**src/rtl/sprite_anim_if.sv**
```systemverilog
// Control, status and renderer read-port bundle of the sprite animation scheduler.
// The master side drives requests and the read index; the slave side is the scheduler.
interface sprite_anim_if;
   logic        i_frame_stb;
   logic        i_run;
   logic        i_step;
   logic [2:0]  i_speed;
   logic [3:0]  i_rd_idx;
   logic [11:0] o_x1;
   logic [11:0] o_x2;
   logic [11:0] o_y1;
   logic [11:0] o_y2;
   logic        o_busy;
   logic        o_frame_done;
   logic [15:0] o_frame_cnt;
   logic        o_overrun;

   modport master (
      output i_frame_stb, i_run, i_step, i_speed, i_rd_idx,
      input  o_x1, o_x2, o_y1, o_y2, o_busy, o_frame_done, o_frame_cnt, o_overrun
   );

   modport slave (
      input  i_frame_stb, i_run, i_step, i_speed, i_rd_idx,
      output o_x1, o_x2, o_y1, o_y2, o_busy, o_frame_done, o_frame_cnt, o_overrun
   );
endinterface

```
**src/rtl/sprite_anim_scheduler.sv**
```systemverilog
// Bounces N_SPR square sprites with one shared update datapath, one sprite per clock
// after each accepted frame strobe; edges of any sprite are readable combinationally.
module sprite_anim_scheduler #(
   parameter int N_SPR    = 4,
   parameter int H_SIZE   = 16,
   parameter int D_WIDTH  = 640,
   parameter int D_HEIGHT = 480,
   parameter int IX0      = 100,
   parameter int IX_STEP  = 100,
   parameter int IY0      = 100,
   parameter int IY_STEP  = 60
) (
   input  logic         i_clk,
   input  logic         i_rst,
   sprite_anim_if.slave bus
);

   typedef enum logic [1:0] {
      ST_IDLE   = 2'd0,
      ST_UPDATE = 2'd1,
      ST_DONE   = 2'd2
   } state_t;

   localparam logic [11:0] HS       = 12'(H_SIZE);
   localparam logic [11:0] X_LO     = 12'(H_SIZE + 1);
   localparam logic [11:0] X_HI     = 12'(D_WIDTH - H_SIZE - 1);
   localparam logic [11:0] Y_LO     = 12'(H_SIZE + 1);
   localparam logic [11:0] Y_HI     = 12'(D_HEIGHT - H_SIZE - 1);
   localparam logic [3:0]  LAST_IDX = 4'(N_SPR - 1);

   function automatic logic [11:0] init_x(input int k);
      return 12'(IX0 + k * IX_STEP);
   endfunction

   function automatic logic [11:0] init_y(input int k);
      return 12'(IY0 + k * IY_STEP);
   endfunction

   function automatic logic init_xdir(input int k);
      return ~k[0];
   endfunction

   function automatic logic init_ydir(input int k);
      return (N_SPR == 1) ? 1'b1 : ~k[1];
   endfunction

   state_t      state_q;
   logic [3:0]  idx_q;
   logic [2:0]  div_q;
   logic        step_pend_q;
   logic        busy_q;
   logic        done_q;
   logic [15:0] cnt_q;
   logic        overrun_q;
   logic [11:0] x_q [N_SPR];
   logic [11:0] y_q [N_SPR];
   logic [N_SPR-1:0] xdir_q;
   logic [N_SPR-1:0] ydir_q;

   logic [11:0] cur_x_s;
   logic [11:0] cur_y_s;
   logic        cur_xdir_s;
   logic        cur_ydir_s;
   logic [11:0] x_d;
   logic [11:0] y_d;
   logic        xdir_d;
   logic        ydir_d;
   logic [11:0] rd_x_s;
   logic [11:0] rd_y_s;
   logic        rd_valid_s;

   // Shared bounce datapath: select the sprite being swept and compute its next state.
   always_comb begin
      cur_x_s    = 12'd0;
      cur_y_s    = 12'd0;
      cur_xdir_s = 1'b0;
      cur_ydir_s = 1'b0;
      for (int k = 0; k < N_SPR; k++) begin
         cur_x_s    = cur_x_s | ((idx_q == 4'(k)) ? x_q[k] : 12'd0);
         cur_y_s    = cur_y_s | ((idx_q == 4'(k)) ? y_q[k] : 12'd0);
         cur_xdir_s = cur_xdir_s | ((idx_q == 4'(k)) & xdir_q[k]);
         cur_ydir_s = cur_ydir_s | ((idx_q == 4'(k)) & ydir_q[k]);
      end
      x_d = cur_xdir_s ? cur_x_s + 12'd1 : cur_x_s - 12'd1;
      y_d = cur_ydir_s ? cur_y_s + 12'd1 : cur_y_s - 12'd1;
      if (cur_x_s <= X_LO) begin
         xdir_d = 1'b1;
      end else if (cur_x_s >= X_HI) begin
         xdir_d = 1'b0;
      end else begin
         xdir_d = cur_xdir_s;
      end
      if (cur_y_s <= Y_LO) begin
         ydir_d = 1'b1;
      end else if (cur_y_s >= Y_HI) begin
         ydir_d = 1'b0;
      end else begin
         ydir_d = cur_ydir_s;
      end
   end

   // Renderer read port; indices beyond the sprite table read as all zero.
   always_comb begin
      rd_x_s = 12'd0;
      rd_y_s = 12'd0;
      for (int k = 0; k < N_SPR; k++) begin
         rd_x_s = rd_x_s | ((bus.i_rd_idx == 4'(k)) ? x_q[k] : 12'd0);
         rd_y_s = rd_y_s | ((bus.i_rd_idx == 4'(k)) ? y_q[k] : 12'd0);
      end
      rd_valid_s = ({1'b0, bus.i_rd_idx} < 5'(N_SPR));
   end

   assign bus.o_x1         = rd_valid_s ? rd_x_s - HS : 12'd0;
   assign bus.o_x2         = rd_valid_s ? rd_x_s + HS : 12'd0;
   assign bus.o_y1         = rd_valid_s ? rd_y_s - HS : 12'd0;
   assign bus.o_y2         = rd_valid_s ? rd_y_s + HS : 12'd0;
   assign bus.o_busy       = busy_q;
   assign bus.o_frame_done = done_q;
   assign bus.o_frame_cnt  = cnt_q;
   assign bus.o_overrun    = overrun_q;

   // Scheduler FSM, frame divider, step latch and sprite state table.
   always_ff @(posedge i_clk) begin
      if (i_rst) begin
         state_q     <= ST_IDLE;
         idx_q       <= 4'd0;
         div_q       <= 3'd0;
         step_pend_q <= 1'b0;
         busy_q      <= 1'b0;
         done_q      <= 1'b0;
         cnt_q       <= 16'd0;
         overrun_q   <= 1'b0;
         for (int k = 0; k < N_SPR; k++) begin
            x_q[k]    <= init_x(k);
            y_q[k]    <= init_y(k);
            xdir_q[k] <= init_xdir(k);
            ydir_q[k] <= init_ydir(k);
         end
      end else begin
         done_q <= 1'b0;
         if (bus.i_step) begin
            step_pend_q <= 1'b1;
         end
         if (bus.i_frame_stb && (state_q != ST_IDLE)) begin
            overrun_q <= 1'b1;
         end
         case (state_q)
            ST_IDLE: begin
               if (bus.i_frame_stb) begin
                  if (step_pend_q) begin
                     // A step arriving with the consuming strobe stays pending.
                     step_pend_q <= bus.i_step;
                     state_q     <= ST_UPDATE;
                     busy_q      <= 1'b1;
                     idx_q       <= 4'd0;
                  end else if (bus.i_run && (div_q >= bus.i_speed)) begin
                     div_q   <= 3'd0;
                     state_q <= ST_UPDATE;
                     busy_q  <= 1'b1;
                     idx_q   <= 4'd0;
                  end else if (bus.i_run) begin
                     div_q <= div_q + 3'd1;
                  end else begin
                     div_q <= 3'd0;
                  end
               end
            end
            ST_UPDATE: begin
               for (int k = 0; k < N_SPR; k++) begin
                  if (idx_q == 4'(k)) begin
                     x_q[k]    <= x_d;
                     y_q[k]    <= y_d;
                     xdir_q[k] <= xdir_d;
                     ydir_q[k] <= ydir_d;
                  end
               end
               if (idx_q == LAST_IDX) begin
                  state_q <= ST_DONE;
                  busy_q  <= 1'b0;
                  done_q  <= 1'b1;
                  cnt_q   <= cnt_q + 16'd1;
               end else begin
                  idx_q <= idx_q + 4'd1;
               end
            end
            ST_DONE: begin
               state_q <= ST_IDLE;
            end
            default: begin
               state_q <= ST_IDLE;
               busy_q  <= 1'b0;
            end
         endcase
      end
   end

endmodule

```
**src/flat_wrapper.sv**
```systemverilog
// flat-port wrapper written by rule: the top's interface ports become plain ports
module sprite_anim_scheduler_flat 
#(
   parameter int N_SPR    = 4,
   parameter int H_SIZE   = 16,
   parameter int D_WIDTH  = 640,
   parameter int D_HEIGHT = 480,
   parameter int IX0      = 100,
   parameter int IX_STEP  = 100,
   parameter int IY0      = 100,
   parameter int IY_STEP  = 60
)
  (i_clk, i_rst, bus_i_frame_stb, bus_i_run, bus_i_step, bus_i_speed, bus_i_rd_idx, bus_o_x1, bus_o_x2, bus_o_y1, bus_o_y2, bus_o_busy, bus_o_frame_done, bus_o_frame_cnt, bus_o_overrun);
  sprite_anim_if bus_i ();
  input  logic i_clk;
  input  logic i_rst;
  input wire logic [$bits(bus_i.i_frame_stb)-1:0] bus_i_frame_stb;
  input wire logic [$bits(bus_i.i_run)-1:0] bus_i_run;
  input wire logic [$bits(bus_i.i_step)-1:0] bus_i_step;
  input wire logic [$bits(bus_i.i_speed)-1:0] bus_i_speed;
  input wire logic [$bits(bus_i.i_rd_idx)-1:0] bus_i_rd_idx;
  output wire logic [$bits(bus_i.o_x1)-1:0] bus_o_x1;
  output wire logic [$bits(bus_i.o_x2)-1:0] bus_o_x2;
  output wire logic [$bits(bus_i.o_y1)-1:0] bus_o_y1;
  output wire logic [$bits(bus_i.o_y2)-1:0] bus_o_y2;
  output wire logic [$bits(bus_i.o_busy)-1:0] bus_o_busy;
  output wire logic [$bits(bus_i.o_frame_done)-1:0] bus_o_frame_done;
  output wire logic [$bits(bus_i.o_frame_cnt)-1:0] bus_o_frame_cnt;
  output wire logic [$bits(bus_i.o_overrun)-1:0] bus_o_overrun;
  assign bus_i.i_frame_stb = bus_i_frame_stb;
  assign bus_i.i_run = bus_i_run;
  assign bus_i.i_step = bus_i_step;
  assign bus_i.i_speed = bus_i_speed;
  assign bus_i.i_rd_idx = bus_i_rd_idx;
  assign bus_o_x1 = bus_i.o_x1;
  assign bus_o_x2 = bus_i.o_x2;
  assign bus_o_y1 = bus_i.o_y1;
  assign bus_o_y2 = bus_i.o_y2;
  assign bus_o_busy = bus_i.o_busy;
  assign bus_o_frame_done = bus_i.o_frame_done;
  assign bus_o_frame_cnt = bus_i.o_frame_cnt;
  assign bus_o_overrun = bus_i.o_overrun;
  sprite_anim_scheduler #(.N_SPR(N_SPR), .H_SIZE(H_SIZE), .D_WIDTH(D_WIDTH), .D_HEIGHT(D_HEIGHT), .IX0(IX0), .IX_STEP(IX_STEP), .IY0(IY0), .IY_STEP(IY_STEP)) u_core (.i_clk(i_clk), .i_rst(i_rst), .bus(bus_i));
endmodule
```
**config.mk**
```make
export PLATFORM = sky130hd
export DESIGN_NAME = sprite_anim_scheduler_flat
export DESIGN_NICKNAME = d
export VERILOG_FILES = /design/src/rtl/sprite_anim_if.sv /design/src/rtl/sprite_anim_scheduler.sv /design/src/flat_wrapper.sv
export SDC_FILE = /design/constraint.sdc
export NUM_CORES = 1
export LEC_CHECK = 0
export BUFFER_PORTS_ARGS = -buffer_cell sky130_fd_sc_hd__clkbuf_2
export CORE_ASPECT_RATIO = 0.8
export CORE_UTILIZATION = 35
export CTS_BUF_LIST = sky130_fd_sc_hd__clkbuf_8
export DETAILED_ROUTE_END_ITERATION = 7
export GPL_ROUTABILITY_DRIVEN = 0
export HOLD_SLACK_MARGIN = 0.1
export PLACE_DENSITY = 0.5
export SYNTH_ARGS = -nofsm -noshare
export SYNTH_HDL_FRONTEND = slang
export SYNTH_SLANG_ARGS = --single-unit
```
**constraint.sdc**
```tcl
create_clock -name i_clk -period 4.55 [get_ports i_clk]
set_input_delay 0.91 -clock i_clk [delete_from_list [all_inputs] [get_ports i_clk]]
set_output_delay 0.91 -clock i_clk [all_outputs]
set_load 0.005 [all_outputs]
```
==> impl_results.md <==
- Cell count of the worst hold path: 2
- Status: completed
- Synth unique cells: 80
- Setup bufs post-CTS: 0
- Grt met3 use: roughly 3.6%
- Crit Reg-Reg Endpoint: u_core.x_q[0][34]
- Max_cap viols: 0
- Total congestion overflow: 0
- Clock Pin Slew Worst Setup and Hold Paths: 0.08 ns
- Dpl hpwl: approximately 16 mm
- Crit path launch type: flip-flop
- H-tree levels: 4
- Crit Path Class: flip-flop to flip-flop
- Drt drc: 0
- Most used cell, CP: inv_1
- Critical-path maximum fanout: 17
- Warnings, synthesis: 0
- Die X: 174 µm
- Initial core utilization: between 30% and 40%
- Pin count of the biggest net entering global routing: 32
- Synthesized area per cell: 10.0 µm²
- Die area: 24200 µm²
- Area Growth Syn to Fin: 12.6%
- VDD IR max: 0.192 mV
- Row cnt: 49
- Routed Antenna Nets: 0
- Clk sink count: roughly 130
- Die Y-Extent: roughly 140 µm
- Total number of vias: about 6.4k
- Drt pass-1 iters: 5
- M2 GR Usage: ~27%
- Hold/Removal Path Class: flip-flop to flip-flop
- Max_slew headroom: about 30%
- Net Count, Synth: between 800 and 900
- Final Hold Violating Endpoints: 0
- Syn Inst Count: between 800 and 900
- Most used routing layer: met1
- HP Start: u_core.bus.o_overrun
- Gr usage total: between 10% and 20%
- Final Net Count: between 900 and 1k
- Clock Latency Late Sink: roughly 0.45 ns
- # setup viols final: 0
- CTS tree: built
- Hold Path End: u_core.bus.o_overrun
- RSZ-0062 raised after global routing: false
- Max Freq: about 0.25 GHz
- Reg2Reg Setup Slack: between 0.5 and 0.6 ns
- Antenna Cells: 0
- Least-Margin Pin Slew: ~1.0 ns
- Mapped Area: a little over 8000 µm²
- Synth Flop Type: edfxtp_1
- R2R depth: 13
- Sequential area share after synthesis: between 40% and 50%
- Port-buffer cells: ~80
- CTS root buf: clkbuf_8
- Post-synth EDFFs: 96
- Core ar.: ~23000 µm²
- Clk buf depth: 2
- PD cells: 348 nW/µm²
- Layout Cells excl Fill: 1211
- Biggest cell delay along the critical path: about 0.5 ns
- Grt met1 use: around 30%
- Tcrit/Tclk final: between 80% and 90%
- Crit end category: flip-flop
- Placed insts: about 1.2k
- Worst path required time: approximately 4.7 ns
- FF+latch count, synth: about 130
- Initial antenna violation count: 0
- Reg2reg start: u_core.idx_q[0]
- Share of layout cells above drive strength 1: roughly 19%
- Post-route setup TNS: 0 ns
- Num CTS Buffers: 17
- DR WL/cell: about 19 µm
- I/O pins: 79
- Fin crit period: 4.01 ns
- Final worst clock skew: 0.0191 ns
- Vias per cell: between 5 and 6
- Vias in the first global route: between 6k and 7k
- Arr. time, crit path: 4.18 ns
- Fin. max-slew vios: 0
- Cells along the critical path: inv_1, ha_1, a22o_1, o21ai_4, inv_1, fa_1, nor2b_1, o21ai_0, a21o_1, a311oi_1, a211oi_1, nor3_1, nor2_1
- Cts repair resizes: 0
- Slowest CP cell: fa_1
- Routed WL: ~23 mm
- First-pass GRT wire length: between 30 and 40 mm
- Lkg Pwr: approximately 0.0036 µW
- # hold bufs at CTS: 0
- Post-synth ARST share: 0%
- Iteration-0 DRC count of the detailed router: roughly 370
per-stage QoR:
step                      power, µW  cell area (µm²)  hold WS, ns  util (%)  setup WS (ns)
after floorplan                2040             8250        0.434         -           1.15
after global routing           3400             9290        0.495      40.7          0.224
after detailed placement       2290             8910        0.436      39.1          0.566
after global placement         2290             8910        0.435      39.1          0.631
after CTS                      3250             9290        0.449      40.7          0.570
final                          3230             9290        0.447      40.7          0.539
flip-flops by register name, summed over array words and instances, names as in the netlist:
name	cells
u_core.idx_q	4
u_core.step_pend_q	1
u_core.bus.o_frame_cnt	16
u_core.x_q	48
u_core.ydir_q	4
u_core.y_q	48
u_core.div_q	3
u_core.bus.o_overrun	1
u_core.state_q	2
u_core.xdir_q	4
u_core.bus.o_frame_done	1
u_core.bus.o_busy	1
cells by family (layout without fill, tap and decap cells):
kind of cell / count (synthesis) / count (layout) / share of synthesized area, %
compound gates: 176 / 176 / 15.4
xor+xnor: 55 / 55 / 5.84
simple gates: 320 / 320 / 17.5
buf+inv: 80 / 162 / 4.91
mux: 25 / 25 / 7.13
flops: 133 / 133 / 43.9
fa+ha+maj: 34 / 34 / 5.29
critical path, delay by kind of cell, from the launching register on:
family	cells	cell delay [ns]
buffers and inverters	2	0.39
AO/OA/AOI/OAI	6	1.54
adder cells (fa/ha/maj)	2	0.76
AND/OR/NAND/NOR	3	0.63
flip-flops	1	0.41
layout make-up:
class                           count  area [µm²]
Clock inverter                     15         144
Tap cell                          306         383
Inverter                           28         105
Multi-Input combinational cell    610        4230
Timing Repair Buffer              102         571
Clock buffer                       17         234
Sequential cell                   133        3620
Fill cell                        2265       13500
report_power, final:
group / switching (µW) / internal (µW)
combinational: 563 / 333
sequential: 25.1 / 1340
clock: 489 / 480
total: 1080 / 2150
placed cells by master, fill, tap and decap left out, types with 6 or more instances in the layout:
| cell | count |
|---|---|
| a21oi_1 | 42 |
| mux4_2 | 14 |
| clkbuf_8 | 17 |
| ha_1 | 30 |
| and2_1 | 18 |
| nand2_1 | 91 |
| xor2_1 | 29 |
| buf_4 | 24 |
| nand4_1 | 6 |
| nor2_1 | 132 |
| clkinvlp_4 | 6 |
| a21o_1 | 12 |
| inv_1 | 28 |
| o21ai_0 | 20 |
| or3_1 | 7 |
| xnor2_1 | 26 |
| a22oi_1 | 38 |
| a221oi_1 | 6 |
| dfxtp_1 | 37 |
| a22o_1 | 8 |
| edfxtp_1 | 96 |
| nand3_1 | 13 |
| mux4_1 | 10 |
| clkbuf_2 | 78 |
| and3_1 | 8 |
| nand2b_1 | 7 |
| nor3_1 | 15 |
worst max-delay path by stage:
stage | start | endpoint | cells past startpoint
6_report | u_core.idx_q[0] | u_core.x_q[0][34] | 13
5_1_grt | u_core.idx_q[0] | u_core.x_q[0][22] | 13
4_1_cts | u_core.idx_q[0] | u_core.x_q[0][22] | 13
3_5_place_dp | u_core.idx_q[0] | u_core.x_q[0][22] | 13
3_3_place_gp | u_core.idx_q[0] | u_core.x_q[0][22] | 13
2_1_floorplan | u_core.idx_q[0] | u_core.y_q[2][10] | 14
layer usage:
layer | routed length (µm) | up-vias
met3 | 1390 | 24
met2 | 9140 | 202
met1 | 11900 | 3072
met5 | 0 | -
met4 | 300 | 0
li1 | - | 3120
synth_stat cells, types with 7 or more instances:
cell type	count	share of area (%)
or3_1	7	0.53
o21ai_0	20	1.2
a22o_1	8	0.85
inv_1	26	1.2
a21oi_1	42	2.5
nor3_1	15	0.91
mux4_1	10	3.2
and2_1	18	1.4
xnor2_1	26	2.8
and3_1	8	0.61
buf_2	12	0.73
nand3_1	13	0.79
edfxtp_1	96	35
mux4_2	14	3.8
a22oi_1	38	3.5
nand2b_1	8	0.61
nand2_1	91	4.1
ha_1	30	4.5
xor2_1	29	3.1
clkbuf_1	18	0.82
buf_4	13	1.2
dfxtp_1	37	9.0
nor2_1	133	6.0
a21o_1	12	1.1
(Power assumes the default switching activity.)
